<file path="src/rtl/ghost_pkg.sv">
// ghost_pkg: screen geometry, default sprite size and collision FSM states shared by ghost logic
package ghost_pkg;
    localparam int SCREEN_W  = 640;
    localparam int SCREEN_H  = 480;
    localparam int OBJ_W_DEF = 64;
    localparam int OBJ_H_DEF = 64;
    typedef enum logic [1:0] {ARMED, FIRED, COOLDOWN} gcd_state_t;
endpackage

</file>
<file path="src/rtl/ghost_rect_dr.sv">
// ghost_rect_dr: combinational rectangle hit test of a pixel against a sprite's top-left corner
module ghost_rect_dr
    import ghost_pkg::*;
#(
    parameter int OBJ_W = OBJ_W_DEF,
    parameter int OBJ_H = OBJ_H_DEF
) (
    input  logic        valid_i,
    input  logic [31:0] x_i,
    input  logic [31:0] y_i,
    input  logic [10:0] px_i,
    input  logic [10:0] py_i,
    output logic        dr_o
);
    logic [32:0] px, py, x0, y0, x1, y1;
    assign px = {22'd0, px_i};
    assign py = {22'd0, py_i};
    assign x0 = {1'b0, x_i};
    assign y0 = {1'b0, y_i};
    // end bounds carry into bit 32 so sprites near 2^32 never wrap onto the screen
    assign x1 = x0 + 33'(OBJ_W - 1);
    assign y1 = y0 + 33'(OBJ_H - 1);
    assign dr_o = valid_i && px >= x0 && px <= x1 && py >= y0 && py <= y1;
endmodule

</file>
<file path="src/rtl/ghost_collision_detector.sv">
// ghost_collision_detector: tear-free ghost drawing request and once-per-frame debounced collision pulse
module ghost_collision_detector
    import ghost_pkg::*;
#(
    parameter int OBJ_W           = OBJ_W_DEF,
    parameter int OBJ_H           = OBJ_H_DEF,
    parameter int MIN_OVERLAP     = 4,
    parameter int COOLDOWN_FRAMES = 2
) (
    input  logic        clk,
    input  logic        resetN,
    input  logic        startOfFrame,
    input  logic [10:0] pixelX,
    input  logic [10:0] pixelY,
    input  logic [31:0] topLeft_x,
    input  logic [31:0] topLeft_y,
    input  logic        obstacleDR,
    output logic        ghostDR,
    output logic        collision,
    output logic [15:0] hitCount
);
    localparam int OV_W = $clog2(MIN_OVERLAP + 1);
    localparam int CD_W = COOLDOWN_FRAMES > 0 ? $clog2(COOLDOWN_FRAMES + 1) : 1;

    gcd_state_t      state_q, state_d;
    logic [OV_W-1:0] ov_q, ov_d;
    logic [CD_W-1:0] cd_q, cd_d;
    logic [OV_W:0]   sum;
    logic [31:0]     lat_x_q, lat_y_q;
    logic [15:0]     hit_q;
    logic            pos_valid_q, coll_q, fire, dr_new, overlap;

    ghost_rect_dr #(.OBJ_W(OBJ_W), .OBJ_H(OBJ_H)) u_dr (
        .valid_i(pos_valid_q), .x_i(lat_x_q), .y_i(lat_y_q),
        .px_i(pixelX), .py_i(pixelY), .dr_o(ghostDR)
    );

    // on a frame start the pixel belongs to the new frame, so test it against the position being latched
    ghost_rect_dr #(.OBJ_W(OBJ_W), .OBJ_H(OBJ_H)) u_dr_new (
        .valid_i(1'b1), .x_i(topLeft_x), .y_i(topLeft_y),
        .px_i(pixelX), .py_i(pixelY), .dr_o(dr_new)
    );

    assign overlap   = obstacleDR && (startOfFrame ? dr_new : ghostDR);
    assign collision = coll_q;
    assign hitCount  = hit_q;

    // frame bookkeeping first, then count the overlap only if the resulting state is ARMED
    always_comb begin
        state_d = state_q;
        ov_d    = ov_q;
        cd_d    = cd_q;
        sum     = '0;
        fire    = 1'b0;
        if (startOfFrame) begin
            ov_d = '0;
            if (state_q == FIRED) begin
                state_d = COOLDOWN_FRAMES == 0 ? ARMED : COOLDOWN;
                cd_d    = CD_W'(COOLDOWN_FRAMES);
            end else if (state_q == COOLDOWN) begin
                cd_d    = cd_q - CD_W'(1);
                state_d = cd_q == CD_W'(1) ? ARMED : COOLDOWN;
            end
        end
        if (state_d == ARMED) begin
            sum     = {1'b0, ov_d} + (OV_W + 1)'(overlap);
            fire    = sum >= (OV_W + 1)'(MIN_OVERLAP);
            ov_d    = fire ? OV_W'(MIN_OVERLAP) : sum[OV_W-1:0];
            state_d = fire ? FIRED : ARMED;
        end
    end

    // state, counters, position latch and registered outputs
    always_ff @(posedge clk or negedge resetN) begin
        if (!resetN) begin
            state_q     <= ARMED;
            ov_q        <= '0;
            cd_q        <= '0;
            pos_valid_q <= 1'b0;
            lat_x_q     <= '0;
            lat_y_q     <= '0;
            coll_q      <= 1'b0;
            hit_q       <= '0;
        end else begin
            state_q <= state_d;
            ov_q    <= ov_d;
            cd_q    <= cd_d;
            coll_q  <= fire;
            if (fire && hit_q != 16'hFFFF) hit_q <= hit_q + 16'd1;
            if (startOfFrame) begin
                pos_valid_q <= 1'b1;
                lat_x_q     <= topLeft_x;
                lat_y_q     <= topLeft_y;
            end
        end
    end
endmodule

</file>
<file path="config.mk">
export PLATFORM = sky130hd
export DESIGN_NAME = ghost_collision_detector
export DESIGN_NICKNAME = d
export VERILOG_FILES = /design/src/rtl/ghost_pkg.sv /design/src/rtl/ghost_rect_dr.sv /design/src/rtl/ghost_collision_detector.sv
export SDC_FILE = /design/constraint.sdc
export NUM_CORES = 1
export LEC_CHECK = 0
export ABC_AREA = 0
export BUFFER_PORTS_ARGS = -buffer_cell sky130_fd_sc_hd__buf_4
export CORE_MARGIN = 2
export CORE_UTILIZATION = 50
export CTS_CLUSTER_DIAMETER = 150
export DETAILED_ROUTE_END_ITERATION = 16
export GPL_ROUTABILITY_DRIVEN = 0
export PLACE_DENSITY = 0.7
export SYNTH_ARGS = -nofsm -noshare
export SYNTH_HDL_FRONTEND = slang
export SYNTH_HIERARCHICAL = 1
export SYNTH_SLANG_ARGS = --single-unit
export TNS_END_PERCENT = 10
</file>
<file path="constraint.sdc">
create_clock -name clk -period 4.2 [get_ports clk]
set_clock_uncertainty 0.05 [all_clocks]
set_input_delay 0.42 -clock clk [delete_from_list [all_inputs] [get_ports clk]]
set_output_delay 0.42 -clock clk [all_outputs]
set_load 0.05 [all_outputs]
</file>
==> flow_summary_export.csv <==
group,metric,value,unit
status,status,"finished, violations left",
status,violations,"negative setup slack",
sta,finalMaxSlewViolations,0,
logic_synthesis,async_reset_ff_frac,1.00,
clocking,clk_pin_slew,0.08,ns
critical_path,critPathBufInv,4,
sta,setup_violations,20,
critical_path,crit_chain,"nor4_4, buf_4, nand2_2, and3_4, xnor2_1, ha_1, nand4_1, or4_1, o2111ai_2, nor4b_4, a221oi_4, mux2i_1, nor2b_1, ha_2, ha_4, buf_4, mux2i_4, nor4_4, buf_4, buf_12, mux2_2",
clocking,cts_sinks,89,
logic_synthesis,synth_compound_area_frac,0.155,
layout,drive_gt1_frac,0.321,
layout,stdcell_count,1392,
sta,setup_ws,-0.371,ns
logic_synthesis,ys_ff_latch,89,
pwr,vdd.ir_drop.worst,0.000206,V
sta,worst_pin_slew,0.862,ns
routing,via_count,8346,
critical_path,max_stage_delay,0.44,ns
sta,layout_worst_path_cycle_share,1.09,
layout,design_area,0.0110,sq mm
logic_synthesis,synth-xor-area-share,0.0669,
hold_path,min_path_type,"in2async",
routing,post-route-drc-count,0,
floorplan,ios,108,
logic_synthesis,synth_top_family_by_area,"simple AND/OR/NAND/NOR gates",
clocking,cts_hold_buf,0,
global_routing,grt_pass1_vias,8047,
critical_path,end_kind,"flop",
logic_synthesis,syn_nets,1116,
floorplan,die_h,134,um
logic_synthesis,synthFlopType,"dfrtp_1",
logic_synthesis,ys_top_cells_by_count,"ha_1, dfrtp_1, mux2_2",
placement,placed_area,0.0106,sq mm
logic_synthesis,synth_top_area_cell,"dfrtp_1",
pwr,power,2.79,mW
logic_synthesis,syn_area,0.00851,sq mm
clocking,cts_tree,"yes",
clocking,numCtsBuffers,9,
critical_path,critical-path-top-delay-family,"simple AND/OR/NAND/NOR gates",
critical_path,path_max_fanout,8,
placement,hpwl,19900,um
routing,avgRoutedWirePerCell,18.5,um
critical_path,worstSetupPathDepth,21,
critical_path,r2r_end,"hitCount[1]",
placement,dp_cells,1367,
critical_path,worstPathArrival,4.78,ns
sta,timing.slew.headroom,0.425,
critical_path,critPathRequiredTime,4.41,ns
critical_path,r2r-start,"lat_y_q[5]",
logic_synthesis,yosysWarnings,6,
layout,nets,1356,
logic_synthesis,synth-edff-count,0,
sta,rsz0062_at_grt,"true",
sta,finalHoldViolations,0,
critical_path,rrSetupSlack,-0.37,ns
clocking,cts_root_buf,"clkbuf_16",
logic_synthesis,yosys-top-cells-area,"dfrtp_1, ha_1, mux2_2",
critical_path,path_common_cell,"buf_4",
routing,wl,25700,um
routing,dr.pass1.iters,5,
floorplan,dieArea,0.0181,sq mm
logic_synthesis,synth_area_per_cell,9.18,sq um
routing,final_antenna_net_count,0,
logic_synthesis,yosys.area_share.simple,0.229,
floorplan,fp.dieW,134,um
logic_synthesis,synthMuxAreaShare,0.101,
critical_path,path_class,"reg2reg",
critical_path,start_kind,"flop",
logic_synthesis,synth_top_area_frac,0.262,
logic_synthesis,synth_cell_types,80,
sta,fin_crit,4.57,ns
global_routing,overflow,0,
pwr,p_per_area,254,mW/mm^2
layout,num-fill-cells,1428,
logic_synthesis,synth_fa_ha_area_frac,0.146,
critical_path,r2r_cells,21,
layout,area_growth,29.5,%
logic_synthesis,syn_inst,927,
floorplan,rows,47,
floorplan,initial_utilization,0.513,
pwr,p_leak,4.97,nW
clocking,htreeDepth,3,
global_routing,antenna_found_initial,0,
layout,n_antenna_cell,0,
global_routing,grt_pass1_wl,41100,um
floorplan,core_region_area,0.0166,sq mm
routing,drt-initial-drc-count,605,
logic_synthesis,yosysMostFrequentCell,"ha_1",
routing,vias_per_cell,6.00,
clocking,insertion_delay,0.36,ns
critical_path,worst_path_max_delay_cell,"or4_1",
global_routing,grt_use_total,0.285,
sta,fmax,219,MHz
global_routing,grt_max_degree,65,
run,maxCapViolations,0,
logic_synthesis,yosysSeqAreaShare,0.262,
clocking,clk_path_buf_depth,2,
placement,portBuffers,107,
[registers in the layout (all words and copies together), names as in the netlist]
register / flops
hitCount: 16
state_q: 2
collision: 1
lat_x_q: 32
cd_q: 2
lat_y_q: 32
pos_valid_q: 1
ov_q: 3
[cells in the final DEF (no fill, tap or decap), types with 12 or more instances in the layout]
cell type	n
a31oi_1	15
xor2_1	12
dfrtp_1	89
a211oi_1	13
ha_1	97
nand3_1	41
and4_1	12
inv_1	66
nand4_1	38
nor4_1	27
mux2_2	67
buf_4	245
and3_1	21
nor3_1	28
o21ai_0	24
a21o_1	12
nor2_1	35
a21oi_1	36
nand2_1	48
o21a_1	12
xnor2_1	53
[stage by stage]
step	worst slack [ns]	TNS, ns	hold WS [ns]	util
4_1_cts	-0.281	-3.05	0.143	0.658
6_report	-0.371	-4.94	0.101	0.664
3_3_place_gp	-0.498	-6.44	0.401	0.638
5_1_grt	-0.538	-8.90	0.175	0.664
2_1_floorplan	-0.412	-6.00	0.0744	-
3_5_place_dp	-0.622	-8.99	0.402	0.638
[worst register-to-register path, stage by stage, from the launching register on]
cell and delay [ns]:
dfrtp_1 0.40, nor4_4 0.38, buf_4 0.19, nand2_2 0.05
and3_4 0.16, xnor2_1 0.12, ha_1 0.30, nand4_1 0.12
or4_1 0.44, o2111ai_2 0.11, nor4b_4 0.09, a221oi_4 0.34
mux2i_1 0.13, nor2b_1 0.15, ha_2 0.23, ha_4 0.14
buf_4 0.11, mux2i_4 0.06, nor4_4 0.26, buf_4 0.19
buf_12 0.13, mux2_2 0.32
[worst max-delay path by stage]
stage | startpoint | end | slack (ns)
floorplan | lat_y_q[3] | hitCount[8] | -0.41
global placement | topLeft_x[2] | hitCount[1] | -0.50
detailed placement | topLeft_y[2] | hitCount[1] | -0.62
CTS | lat_x_q[5] | hitCount[1] | -0.28
global route | lat_y_q[5] | hitCount[1] | -0.54
finish | lat_y_q[5] | hitCount[1] | -0.37
[layout make-up]
class | count | area [sq um] | share of cell area
Clock inverter | 7 | 70.1 | 0.00636
Timing Repair Buffer | 249 | 1920 | 0.174
Inverter | 66 | 248 | 0.0225
Sequential cell | 89 | 2230 | 0.202
Tap cell | 220 | 275 | 0.0250
Clock buffer | 9 | 225 | 0.0204
Multi-Input combinational cell | 752 | 6060 | 0.550
[report_power, final]
part           switching [mW]  total (mW)  internal, mW  leakage [nW]
clock                   0.402       0.820         0.418         0.142
sequential             0.0948        1.03         0.933          1.08
combinational           0.484       0.947         0.463          3.74
total                   0.980        2.79          1.81          4.97
[per-layer routing]
layer / track usage / part of all wire / vias up
li1: - / - / 4015
met5: 0 / 0 / -
met3: 0.0379 / 0.057 / 56
met1: 0.378 / 0.44 / 3976
met2: 0.478 / 0.48 / 299
met4: 0.106 / 0.029 / 0
[cells by family (layout without fill, tap and decap cells)]
| family | Yosys count | in the layout |
|---|---|---|
| AO/OA/AOI/OAI | 185 | 185 |
| XOR/XNOR | 65 | 65 |
| adder cells (fa/ha/maj) | 99 | 99 |
| buffers and inverters | 86 | 331 |
| flip-flops | 89 | 89 |
| multiplexers | 77 | 77 |
| other | 1 | 1 |
| AND/OR/NAND/NOR | 325 | 325 |
[what timing repair did]
item                                    in CTS  in global routing
pin swaps                                    3                 17
setup buffers                                5                  3
resized for setup                            1                 15
endpoints found under the setup margin      21                 22
cloned                                       0                  1
(Power assumes the default switching activity.)
